**src/rtl/ext_pipe_if.sv**
```systemverilog
// Handshake bundle for the immediate extender: upstream valid/ready with the raw
// field and mode, downstream valid/ready with the extended operand.
interface ext_pipe_if #(
  parameter int OPERAND_WIDTH = 11,
  parameter int DATA_WIDTH    = 16
);
  logic                     in_valid;
  logic                     in_ready;
  logic [OPERAND_WIDTH-1:0] ext_in;
  logic [1:0]               ext_mode;
  logic                     out_valid;
  logic                     out_ready;
  logic [DATA_WIDTH-1:0]    ext_out;
  logic                     ext_neg;

  modport master (
    output in_valid, ext_in, ext_mode, out_ready,
    input  in_ready, out_valid, ext_out, ext_neg
  );

  modport slave (
    input  in_valid, ext_in, ext_mode, out_ready,
    output in_ready, out_valid, ext_out, ext_neg
  );
endinterface

```
**src/rtl/ext_pipe.sv**
```systemverilog
// Two-stage, mode-selectable immediate extender between decode and the ALU
// operand mux. Modes: 00 sext long, 01 zext long, 10 sext short, 11 load-high.
module ext_pipe #(
  parameter int OPERAND_WIDTH = 11,
  parameter int SHORT_WIDTH   = 8,
  parameter int DATA_WIDTH    = 16
) (
  input  logic       clk,
  input  logic       rst_n,
  ext_pipe_if.slave  bus
);
  localparam int W = OPERAND_WIDTH;
  localparam int S = SHORT_WIDTH;
  localparam int D = DATA_WIDTH;

  if (!(S >= 1 && S < W && W <= D)) begin : g_bad_params
    $error("ext_pipe: need 1 <= SHORT_WIDTH < OPERAND_WIDTH <= DATA_WIDTH");
  end

  logic         s1_valid_q;
  logic [W-1:0] s1_in_q;
  logic [1:0]   s1_mode_q;
  logic         out_valid_q;
  logic [D-1:0] ext_out_q;
  logic         ext_neg_q;
  logic [D-1:0] ext_d;
  logic         s1_en;
  logic         s2_en;

  assign s2_en        = !out_valid_q || bus.out_ready;
  assign s1_en        = !s1_valid_q || s2_en;
  assign bus.in_ready = s1_en;

  // Build each result by overlaying a slice on a filled word, so W == D never
  // needs a zero-width replication.
  always_comb begin
    ext_d = '0;
    unique case (s1_mode_q)
      2'b00: begin
        ext_d        = {D{s1_in_q[W-1]}};
        ext_d[W-1:0] = s1_in_q;
      end
      2'b01: ext_d[W-1:0] = s1_in_q;
      2'b10: begin
        ext_d        = {D{s1_in_q[S-1]}};
        ext_d[S-1:0] = s1_in_q[S-1:0];
      end
      default: ext_d[D-1 -: S] = s1_in_q[S-1:0];
    endcase
  end

  always_ff @(posedge clk or negedge rst_n) begin
    if (!rst_n) begin
      s1_valid_q  <= 1'b0;
      s1_in_q     <= '0;
      s1_mode_q   <= 2'b00;
      out_valid_q <= 1'b0;
      ext_out_q   <= '0;
      ext_neg_q   <= 1'b0;
    end else begin
      if (s1_en) begin
        s1_valid_q <= bus.in_valid;
        // Data only moves with a valid item, keeping idle-bus X out of the regs.
        if (bus.in_valid) begin
          s1_in_q   <= bus.ext_in;
          s1_mode_q <= bus.ext_mode;
        end
      end
      if (s2_en) begin
        out_valid_q <= s1_valid_q;
        if (s1_valid_q) begin
          ext_out_q <= ext_d;
          ext_neg_q <= ext_d[D-1];
        end
      end
    end
  end

  assign bus.out_valid = out_valid_q;
  assign bus.ext_out   = ext_out_q;
  assign bus.ext_neg   = ext_neg_q;
endmodule
```
**src/flat_wrapper.sv**
```systemverilog
// flat-port wrapper written by rule: the top's interface ports become plain ports
module ext_pipe_flat 
#(
  parameter int OPERAND_WIDTH = 11,
  parameter int SHORT_WIDTH   = 8,
  parameter int DATA_WIDTH    = 16
)
  (clk, rst_n, bus_in_valid, bus_ext_in, bus_ext_mode, bus_out_ready, bus_in_ready, bus_out_valid, bus_ext_out, bus_ext_neg);
  ext_pipe_if #(.OPERAND_WIDTH(OPERAND_WIDTH), .DATA_WIDTH(DATA_WIDTH)) bus_i ();
  input  logic clk;
  input  logic rst_n;
  input wire logic [$bits(bus_i.in_valid)-1:0] bus_in_valid;
  input wire logic [$bits(bus_i.ext_in)-1:0] bus_ext_in;
  input wire logic [$bits(bus_i.ext_mode)-1:0] bus_ext_mode;
  input wire logic [$bits(bus_i.out_ready)-1:0] bus_out_ready;
  output wire logic [$bits(bus_i.in_ready)-1:0] bus_in_ready;
  output wire logic [$bits(bus_i.out_valid)-1:0] bus_out_valid;
  output wire logic [$bits(bus_i.ext_out)-1:0] bus_ext_out;
  output wire logic [$bits(bus_i.ext_neg)-1:0] bus_ext_neg;
  assign bus_i.in_valid = bus_in_valid;
  assign bus_i.ext_in = bus_ext_in;
  assign bus_i.ext_mode = bus_ext_mode;
  assign bus_i.out_ready = bus_out_ready;
  assign bus_in_ready = bus_i.in_ready;
  assign bus_out_valid = bus_i.out_valid;
  assign bus_ext_out = bus_i.ext_out;
  assign bus_ext_neg = bus_i.ext_neg;
  ext_pipe #(.OPERAND_WIDTH(OPERAND_WIDTH), .SHORT_WIDTH(SHORT_WIDTH), .DATA_WIDTH(DATA_WIDTH)) u_core (.clk(clk), .rst_n(rst_n), .bus(bus_i));
endmodule
```
**config.mk**
```make
export PLATFORM = sky130hd
export DESIGN_NAME = ext_pipe_flat
export DESIGN_NICKNAME = d
export VERILOG_FILES = /design/src/rtl/ext_pipe_if.sv /design/src/rtl/ext_pipe.sv /design/src/flat_wrapper.sv
export SDC_FILE = /design/constraint.sdc
export NUM_CORES = 1
export LEC_CHECK = 0
export ABC_AREA = 1
export ABC_CLOCK_PERIOD_IN_PS = 2100
export BUFFER_PORTS_ARGS = -buffer_cell sky130_fd_sc_hd__buf_2
export CAP_MARGIN = 20
export CELL_PAD_IN_SITES_DETAIL_PLACEMENT = 1
export CELL_PAD_IN_SITES_GLOBAL_PLACEMENT = 1
export CORE_MARGIN = 2
export CORE_UTILIZATION = 30
export DETAILED_ROUTE_END_ITERATION = 6
export GPL_TIMING_DRIVEN = 0
export PLACE_DENSITY = 0.61
export SYNTH_ARGS = -nofsm -noshare
export SYNTH_HDL_FRONTEND = slang
export SYNTH_SLANG_ARGS = --single-unit
```
**constraint.sdc**
```tcl
create_clock -name clk -period 2.1 [get_ports clk]
set_input_delay 0.42 -clock clk [delete_from_list [all_inputs] [get_ports clk]]
set_output_delay 0.42 -clock clk [all_outputs]
set_load 0.03 [all_outputs]
```
==> results of run 1 <==
-- routing by layer --
metal / up-vias / track usage / share of wire
li1: 591 / - / -
met1: 538 / 0.1830 / 0.47
met5: - / 0 / 0
met2: 25 / 0.2388 / 0.46
met4: 0 / 0.06918 / 0.021
met3: 5 / 0.05128 / 0.054
-- worst paths after layout --
check | from | endpoint | cells past startpoint
max in group asynchronous | rst_n | u_core.bus.ext_out[8]$_DFFE_PN0P_ | 1
min | rst_n | u_core.bus.ext_out[4]$_DFFE_PN0P_ | 1
max | u_core.bus.out_valid$_DFFE_PN0P_ | bus_in_ready | 3
min reg2reg | u_core.bus.ext_out[13]$_DFFE_PN0P_ | u_core.bus.ext_out[13]$_DFFE_PN0P_ | 2
min in group clk | bus_ext_in[7] | u_core.s1_in_q[7]$_DFFE_PN0P_ | 3
max reg2reg | u_core.s1_mode_q[0]$_DFFE_PN0P_ | u_core.bus.ext_out[12]$_DFFE_PN0P_ | 6
-- per-stage QoR --
stage | hold slack (ns) | utilization | instances | instance area, µm² | power [mW]
floorplan | 0.1244 | - | 159 | 1346 | 1.289
global placement | 0.4585 | 0.3669 | 246 | 1587 | 1.490
detailed placement | 0.4642 | 0.3669 | 246 | 1587 | 1.511
CTS | 0.2097 | 0.3900 | 254 | 1687 | 2.035
global route | 0.2297 | 0.3900 | 254 | 1687 | 2.145
finish | 0.1846 | 0.3900 | 254 | 1687 | 2.002
-- worst reg2reg max path, cell delays in order (launching register included) --
cell and delay, ns:
dfrtp_1 0.39, buf_4 0.17, nor2_1 0.09, nand2_1 0.12, nand3_1 0.10, nand2_1 0.07, nand2_1 0.06
-- layout make-up --
| class | count | area (µm²) | share of cell area |
|---|---|---|---|
| repair buffers | 35 | 175.2 | 0.1039 |
| well taps | 52 | 65.06 | 0.03858 |
| flip-flops and latches | 31 | 775.7 | 0.4599 |
| inverters | 4 | 15.01 | 0.008902 |
| clock buffers | 8 | 100.1 | 0.05935 |
| multi-input cells | 116 | 496.7 | 0.2945 |
| plain buffers | 8 | 58.81 | 0.03487 |
-- registers in the layout, indices dropped and copies added (netlist names) --
register	flops
u_core.bus.ext_neg	1
u_core.bus.ext_out	15
u_core.bus.out_valid	1
u_core.s1_in_q	11
u_core.s1_mode_q	2
u_core.s1_valid_q	1
-- placed cells by master, fill, tap and decap left out --
master and instances:
o21ai_1 6, buf_4 5, nand3_2 1, clkbuf_1 1
inv_1 4, buf_2 37, clkbuf_8 7, nand2_2 3
nor2_1 1, nand2_1 73, dfrtp_1 31, o21ai_0 2
buf_6 1, nand3_1 30
-- power groups by stage --
stage | clock network (mW) | registers, mW | logic [mW]
finish | 0.517 | 0.826 | 0.658
global placement | 0 | 0.833 | 0.657
floorplan | 0 | 1.03 | 0.257
global route | 0.568 | 0.847 | 0.730
CTS | 0.533 | 0.830 | 0.673
detailed placement | 0 | 0.840 | 0.671
-- logic make-up after synthesis --
| kind of cell | count (synthesis) | synth area share |
|---|---|---|
| AO/OA/AOI/OAI | 8 | 0.02974 |
| flip-flops | 31 | 0.5762 |
| buffers and inverters | 12 | 0.05483 |
| AND/OR/NAND/NOR | 108 | 0.3392 |
==> tab_implementation.tex, run 1 <==
\begin{tabular}{lr}
\hline
Metric & Value \\
\hline
\multicolumn{2}{l}{\textbf{Run status}} \\
Status & completed \\
\multicolumn{2}{l}{\textbf{STA}} \\
RSZ-0062 raised after global routing & no \\
Worst setup skew after layout & $\sim$0.0024 ns \\
Rel. slew slack & 0.5291 \\
Setup-violating endpoint count in the final report & 0 \\
Setup Total Neg Slack & 0 ns \\
Slew at the pin with the worst max-slew slack & 0.7063 ns \\
Crit share post-route & 0.8181 \\
Count of final max-slew check failures & 0 \\
Final number of hold-violating endpoints & 0 \\
Maximum frequency from static timing analysis & 582.1 MHz \\
Shortest clock period the worst path allows after layout & 1.718 ns \\
Post-layout worst setup margin & 0.3820 ns \\
\multicolumn{2}{l}{\textbf{Logic synthesis}} \\
Register bit count reported by yosys & 31 \\
Predominant post-synthesis flop cell & dfrtp\_1 \\
Number of instances in the synthesized netlist & 159 \\
Register area share after synthesis & 0.5762 \\
Count of distinct cell types in the synthesized netlist & 12 \\
Count of flip-flops with a built-in enable after synthesis & 0 \\
Average cell area after synthesis & 8.467 µm² \\
Count leader, synth & nand2\_1 \\
Most frequent cells after synthesis & 73 x nand2\_1, 31 x dfrtp\_1, 30 x nand3\_1 \\
Proportion of register bits with asynchronous set or reset after synthesis & 1.000 \\
Total standard cell area after synthesis & 1346 µm² \\
Yosys warning count & 0 \\
Net Count, Synth & 176 \\
Top-area cell type share of the netlist area & 0.5762 \\
Biggest area consumer among synthesized cells & dfrtp\_1 \\
Top cells by area in the synthesized netlist & dfrtp\_1 58\%, nand2\_1 20\%, nand3\_1 11\% \\
\multicolumn{2}{l}{\textbf{Power and ir drop}} \\
Pleak & 0.9468 nW \\
Part of the total power dissipated in the clock network & 0.258 \\
Worst IR drop on VDD & 0.2937 mV \\
Power spent charging and discharging nets & 0.7631 mW \\
Internal power consumption & 1.239 mW \\
Gate power share & 0.329 \\
Seq pwr share & 0.413 \\
Switching fraction of total power & 0.3812 \\
Power density over the cells & 1187 nW/µm² \\
\multicolumn{2}{l}{\textbf{Die}} \\
Full die area & 5040 µm² \\
Initial standard-cell utilization of the core & 0.3113 \\
Die span in y & 70.99 µm \\
Area of the core region & 4324 µm² \\
Horizontal extent of the die & 70.99 µm \\
IO Count & 36 \\
Number of standard-cell rows in the floorplan & 24 \\
\multicolumn{2}{l}{\textbf{Cells and area}} \\
Fraction of layout cells with a size suffix above 1 & 0.2673 \\
Growth of design area from synthesis to finish & 25.28\% \\
\# diodes & 0 \\
Number of nets in the layout & 218 \\
Fillcell total & around 560 \\
\multicolumn{2}{l}{\textbf{CTS}} \\
Buffer depth of the longest clock path & 2 \\
Clock slew at the register clock pins of the worst setup and hold paths & 0.06 ns \\
Hold buffers post-CTS & 0 \\
Post-CTS setup buffer count & 0 \\
Count of clock tree sinks & 31 \\
Clock tree from TritonCTS & built \\
Clk Tree Root Cell & clkbuf\_8 \\
Number of H-tree levels & 2 \\
Resize count post-CTS & 0 \\
Latest clock arrival within the worst-skew pair & 0.28 ns \\
CTS buffer count & 5 \\
\multicolumn{2}{l}{\textbf{Routing}} \\
First-pass DRT Iterations & 4 \\
Post-detailed-route DRC marker count & 0 \\
Drt wl/cell & 13.02 µm \\
DRT iter0 DRCs & 48 \\
Via Count & 1,159 \\
Antenna Violating Nets Remaining & 0 \\
Final Routed Wirelength & 3.308 mm \\
Vias per Instance & 4.563 \\
\multicolumn{2}{l}{\textbf{Worst setup path}} \\
Critical path, cell by cell & nand3\_2, buf\_2, buf\_2 \\
CP Capture Type & output pin \\
Arrival time of data at the critical path endpoint & 1.30 ns \\
Cell type group with the largest total delay on the critical path & buffers and inverters \\
Maximum cell stage delay along the critical path & 0.41 ns \\
Crit path max-delay cell type & dfrtp\_1 \\
Most frequent cell on the critical path & buf\_2 \\
R2R setup slack & approximately 1.0 ns \\
Worst path buffer plus inverter count & 2 \\
Crit Path Class & reg -> out \\
CP max FO & 10 \\
Required time at the worst-slack endpoint & 1.68 ns \\
CP Launch Type & register \\
\multicolumn{2}{l}{\textbf{Place}} \\
Last weighted congestion value of the routability-driven placer & 0.7199 \\
Dpl ws & 0.5047 ns \\
Detailed placer's ending HPWL & 2.482 mm \\
Quantity of I/O buffers inserted on ports & 35 \\
\multicolumn{2}{l}{\textbf{GRT}} \\
Global-route wire length before repair & 5.796 mm \\
Via count of the first global-routing pass & 1,257 \\
Maximum number of pins on one net before global-route repair & 32 \\
Total congestion overflow after global routing & 0 \\
Global router's overall resource usage & 0.1499 \\
Antenna violations before repair & 0 \\
\multicolumn{2}{l}{\textbf{Worst hold path}} \\
Type of the worst min-delay path & in -> async \\
\multicolumn{2}{l}{\textbf{Run}} \\
Max cap viols & 0 \\
\hline
\end{tabular}
Note: power is estimated with default switching activity, not from simulation.
==> run 2: changes to the inputs <==
--- a/config.mk
+++ b/config.mk
@@ -6,7 +6,7 @@
 export NUM_CORES = 1
 export LEC_CHECK = 0
 export ABC_AREA = 1
-export ABC_CLOCK_PERIOD_IN_PS = 2100
+export ABC_CLOCK_PERIOD_IN_PS = 1600
 export BUFFER_PORTS_ARGS = -buffer_cell sky130_fd_sc_hd__buf_2
 export CAP_MARGIN = 20
 export CELL_PAD_IN_SITES_DETAIL_PLACEMENT = 1
==> constraint.sdc (replaced) <==
create_clock -name clk -period 1.6 [get_ports clk]
set_input_delay 0.32 -clock clk [delete_from_list [all_inputs] [get_ports clk]]
set_output_delay 0.32 -clock clk [all_outputs]
set_load 0.03 [all_outputs]
==> tab_implementation.tex, run 2 (same netlist as run 1, synthesis figures left out) <==
\begin{tabular}{lr}
\hline
Metric & Value \\
\hline
\multicolumn{2}{l}{\textbf{Power and ir drop}} \\
Worst IR drop on VDD & 0.3860 mV (was 0.2937 mV) \\
Pleak & 0.9462 nW (was 0.9468 nW) \\
Power density over the cells & 1558 nW/µm² (was 1187 nW/µm²) \\
\multicolumn{2}{l}{\textbf{STA}} \\
Worst hold-check slack & 0.08989 ns (was 0.1846 ns) \\
Maximum frequency from static timing analysis & 693.4 MHz \\
Slew at the pin with the worst max-slew slack & 0.7187 ns (was 0.7063 ns) \\
Shortest clock period the worst path allows after layout & 1.442 ns \\
RSZ-0062 raised after global routing & no (unchanged) \\
Rel. slew slack & 0.5209 (was 0.5291) \\
Worst setup skew after layout & 0.002207 ns (was 0.002439 ns) \\
Crit share post-route & 0.9013 \\
Count of final max-slew check failures & 0 (unchanged) \\
Final number of hold-violating endpoints & 0 (unchanged) \\
Setup Total Neg Slack & 0 ns (unchanged) \\
Setup-violating endpoint count in the final report & 0 (unchanged) \\
Post-layout worst setup margin & 0.1579 ns (was 0.3820 ns) \\
\multicolumn{2}{l}{\textbf{CTS}} \\
Clock tree from TritonCTS & built (unchanged) \\
Clock slew at the register clock pins of the worst setup and hold paths & 0.06 ns (about the same) \\
Hold buffers post-CTS & 0 (unchanged) \\
Buffer depth of the longest clock path & 2 (unchanged) \\
Clk Tree Root Cell & clkbuf\_8 (unchanged) \\
Count of clock tree sinks & 31 (unchanged) \\
CTS buffer count & 5 (unchanged) \\
Latest clock arrival within the worst-skew pair & 0.28 ns (about the same) \\
Number of H-tree levels & 2 (unchanged) \\
\multicolumn{2}{l}{\textbf{Worst setup path}} \\
CP max FO & 16 (was 10) \\
Crit path max-delay cell type & dfrtp\_1 (unchanged) \\
Critical path, cell by cell & nand3\_4, buf\_4 (was nand3\_2, buf\_2, buf\_2) \\
CP Capture Type & output pin (unchanged) \\
Maximum cell stage delay along the critical path & 0.42 ns (was 0.41 ns) \\
Required time at the worst-slack endpoint & 1.28 ns (was 1.68 ns) \\
R2R setup slack & 0.47 ns (was 1.04 ns) \\
Crit Path Class & reg -> out (unchanged) \\
CP Launch Type & register (unchanged) \\
Arrival time of data at the critical path endpoint & 1.12 ns (was 1.30 ns) \\
\multicolumn{2}{l}{\textbf{GRT}} \\
Via count of the first global-routing pass & 1,264 (was 1,257) \\
Global-route wire length before repair & 5.865 mm (was 5.796 mm) \\
Global router's overall resource usage & 0.1523 (was 0.1499) \\
Antenna violations before repair & 0 (unchanged) \\
Total congestion overflow after global routing & 0 (unchanged) \\
Maximum number of pins on one net before global-route repair & 32 (unchanged) \\
\multicolumn{2}{l}{\textbf{Cells and area}} \\
Final non-filler cell total & 253 (was 254) \\
Fraction of layout cells with a size suffix above 1 & 0.2637 (was 0.2673) \\
Most common library cell in the layout ignoring fill and taps & nand2\_1 (unchanged) \\
Number of nets in the layout & 217 (was 218) \\
Highest-count cells in the layout ignoring fill and taps & 73 x nand2\_1, 35 x buf\_2, 31 x dfrtp\_1, 30 x nand3\_1, 7 x clkbuf\_8 (was 73 x nand2\_1, 37 x buf\_2, 31 x dfrtp\_1, 30 x nand3\_1, 7 x clkbuf\_8) \\
Largest register FFs & 15 (unchanged) \\
\# diodes & 0 (unchanged) \\
End-of-flow core utilization & 0.3912 (was 0.3900) \\
Growth of design area from synthesis to finish & 25.65\% (was 25.28\%) \\
\multicolumn{2}{l}{\textbf{Routing}} \\
Antenna Violating Nets Remaining & 0 (unchanged) \\
DRT iter0 DRCs & 61 (was 48) \\
Vias per Instance & 4.585 (was 4.563) \\
First-pass DRT Iterations & 4 (unchanged) \\
Final Routed Wirelength & 3.358 mm (was 3.308 mm) \\
Drt wl/cell & 13.27 µm (was 13.02 µm) \\
Via Count & 1,160 (was 1,159) \\
Post-detailed-route DRC marker count & 0 (unchanged) \\
\multicolumn{2}{l}{\textbf{Run}} \\
Max cap viols & 0 (unchanged) \\
\multicolumn{2}{l}{\textbf{Die}} \\
IO Count & 36 (unchanged) \\
Full die area & 5040 µm² (unchanged) \\
Die span in y & 70.99 µm (unchanged) \\
Horizontal extent of the die & 70.99 µm (unchanged) \\
Initial standard-cell utilization of the core & 0.3113 (unchanged) \\
Area of the core region & 4324 µm² (unchanged) \\
Number of standard-cell rows in the floorplan & 24 (unchanged) \\
\multicolumn{2}{l}{\textbf{Place}} \\
Detailed placer's ending HPWL & 2.482 mm (unchanged) \\
Dpl ws & 0.2047 ns (was 0.5047 ns) \\
Quantity of I/O buffers inserted on ports & 35 (unchanged) \\
Last weighted congestion value of the routability-driven placer & 0.7199 (unchanged) \\
Post-Place Cells & 246 (unchanged) \\
\multicolumn{2}{l}{\textbf{Run status}} \\
Status & completed (unchanged) \\
\multicolumn{2}{l}{\textbf{Worst hold path}} \\
Type of the worst min-delay path & in -> async (unchanged) \\
\hline
\end{tabular}
## run 2: cell types whose count changed in the layout (fill, tap and decap cells not counted), sizes merged
cell	before	now
buf	43	42
## run 2: routing by layer
metal,vias up,part of all wire,track usage
met4,0,0.020,0.06918
met2,25,0.45,0.2451
met1,542,0.47,0.1852
met3,5,0.053,0.05128
li1,588,-,-
met5,-,0,0
## run 2: through the flow
| step | total power [mW] | instance area (µm²) |
|---|---|---|
| final | 2.635 | 1692 |
| after floorplan | 1.692 | 1346 |
| after global routing | 2.824 | 1692 |
| after detailed placement | 1.983 | 1587 |
| after global placement | 1.956 | 1587 |
| after CTS | 2.673 | 1689 |
## run 2: final cells by class
cell class | count | area (µm²)
fillers | 552 | 2633
well taps | 52 | 65.06
inverters | 4 | 15.01
multi-input cells | 116 | 504.2
plain buffers | 7 | 53.80
clock buffers | 8 | 100.1
flip-flops and latches | 31 | 775.7
repair buffers | 35 | 177.7
## run 2: critical path, delay by kind of cell (launching register included)
| family | cells | cell delay, ns |
|---|---|---|
| flip-flops | 1 | 0.42 |
| buffers and inverters | 1 | 0.23 |
| AND/OR/NAND/NOR | 1 | 0.19 |
## run 2: report_power, final
group / total, mW / internal (mW) / switching (mW)
Combinational: 0.868 / 0.266 / 0.602
Clock: 0.678 / 0.392 / 0.286
Sequential: 1.09 / 0.968 / 0.120
## run 2: worst paths after layout
| check | end | cells after the start | startpoint |
|---|---|---|---|
| setup / recovery | bus_in_ready | 2 | u_core.bus.out_valid$_DFFE_PN0P_ |
| hold / removal | u_core.bus.ext_out[4]$_DFFE_PN0P_ | 1 | rst_n |
| setup reg to reg | u_core.s1_in_q[7]$_DFFE_PN0P_ | 5 | u_core.bus.out_valid$_DFFE_PN0P_ |
| hold reg to reg | u_core.bus.ext_out[13]$_DFFE_PN0P_ | 2 | u_core.bus.ext_out[13]$_DFFE_PN0P_ |
| max in group asynchronous | u_core.bus.ext_out[10]$_DFFE_PN0P_ | 1 | rst_n |
| min in group clk | u_core.s1_in_q[6]$_DFFE_PN0P_ | 3 | bus_ext_in[6] |
## run 2: timing repair
action,4_1_cts,5_1_grt
setup buffers,0,0
cloned,0,0
setup endpoints to repair,1,1
gates resized for setup,1,1
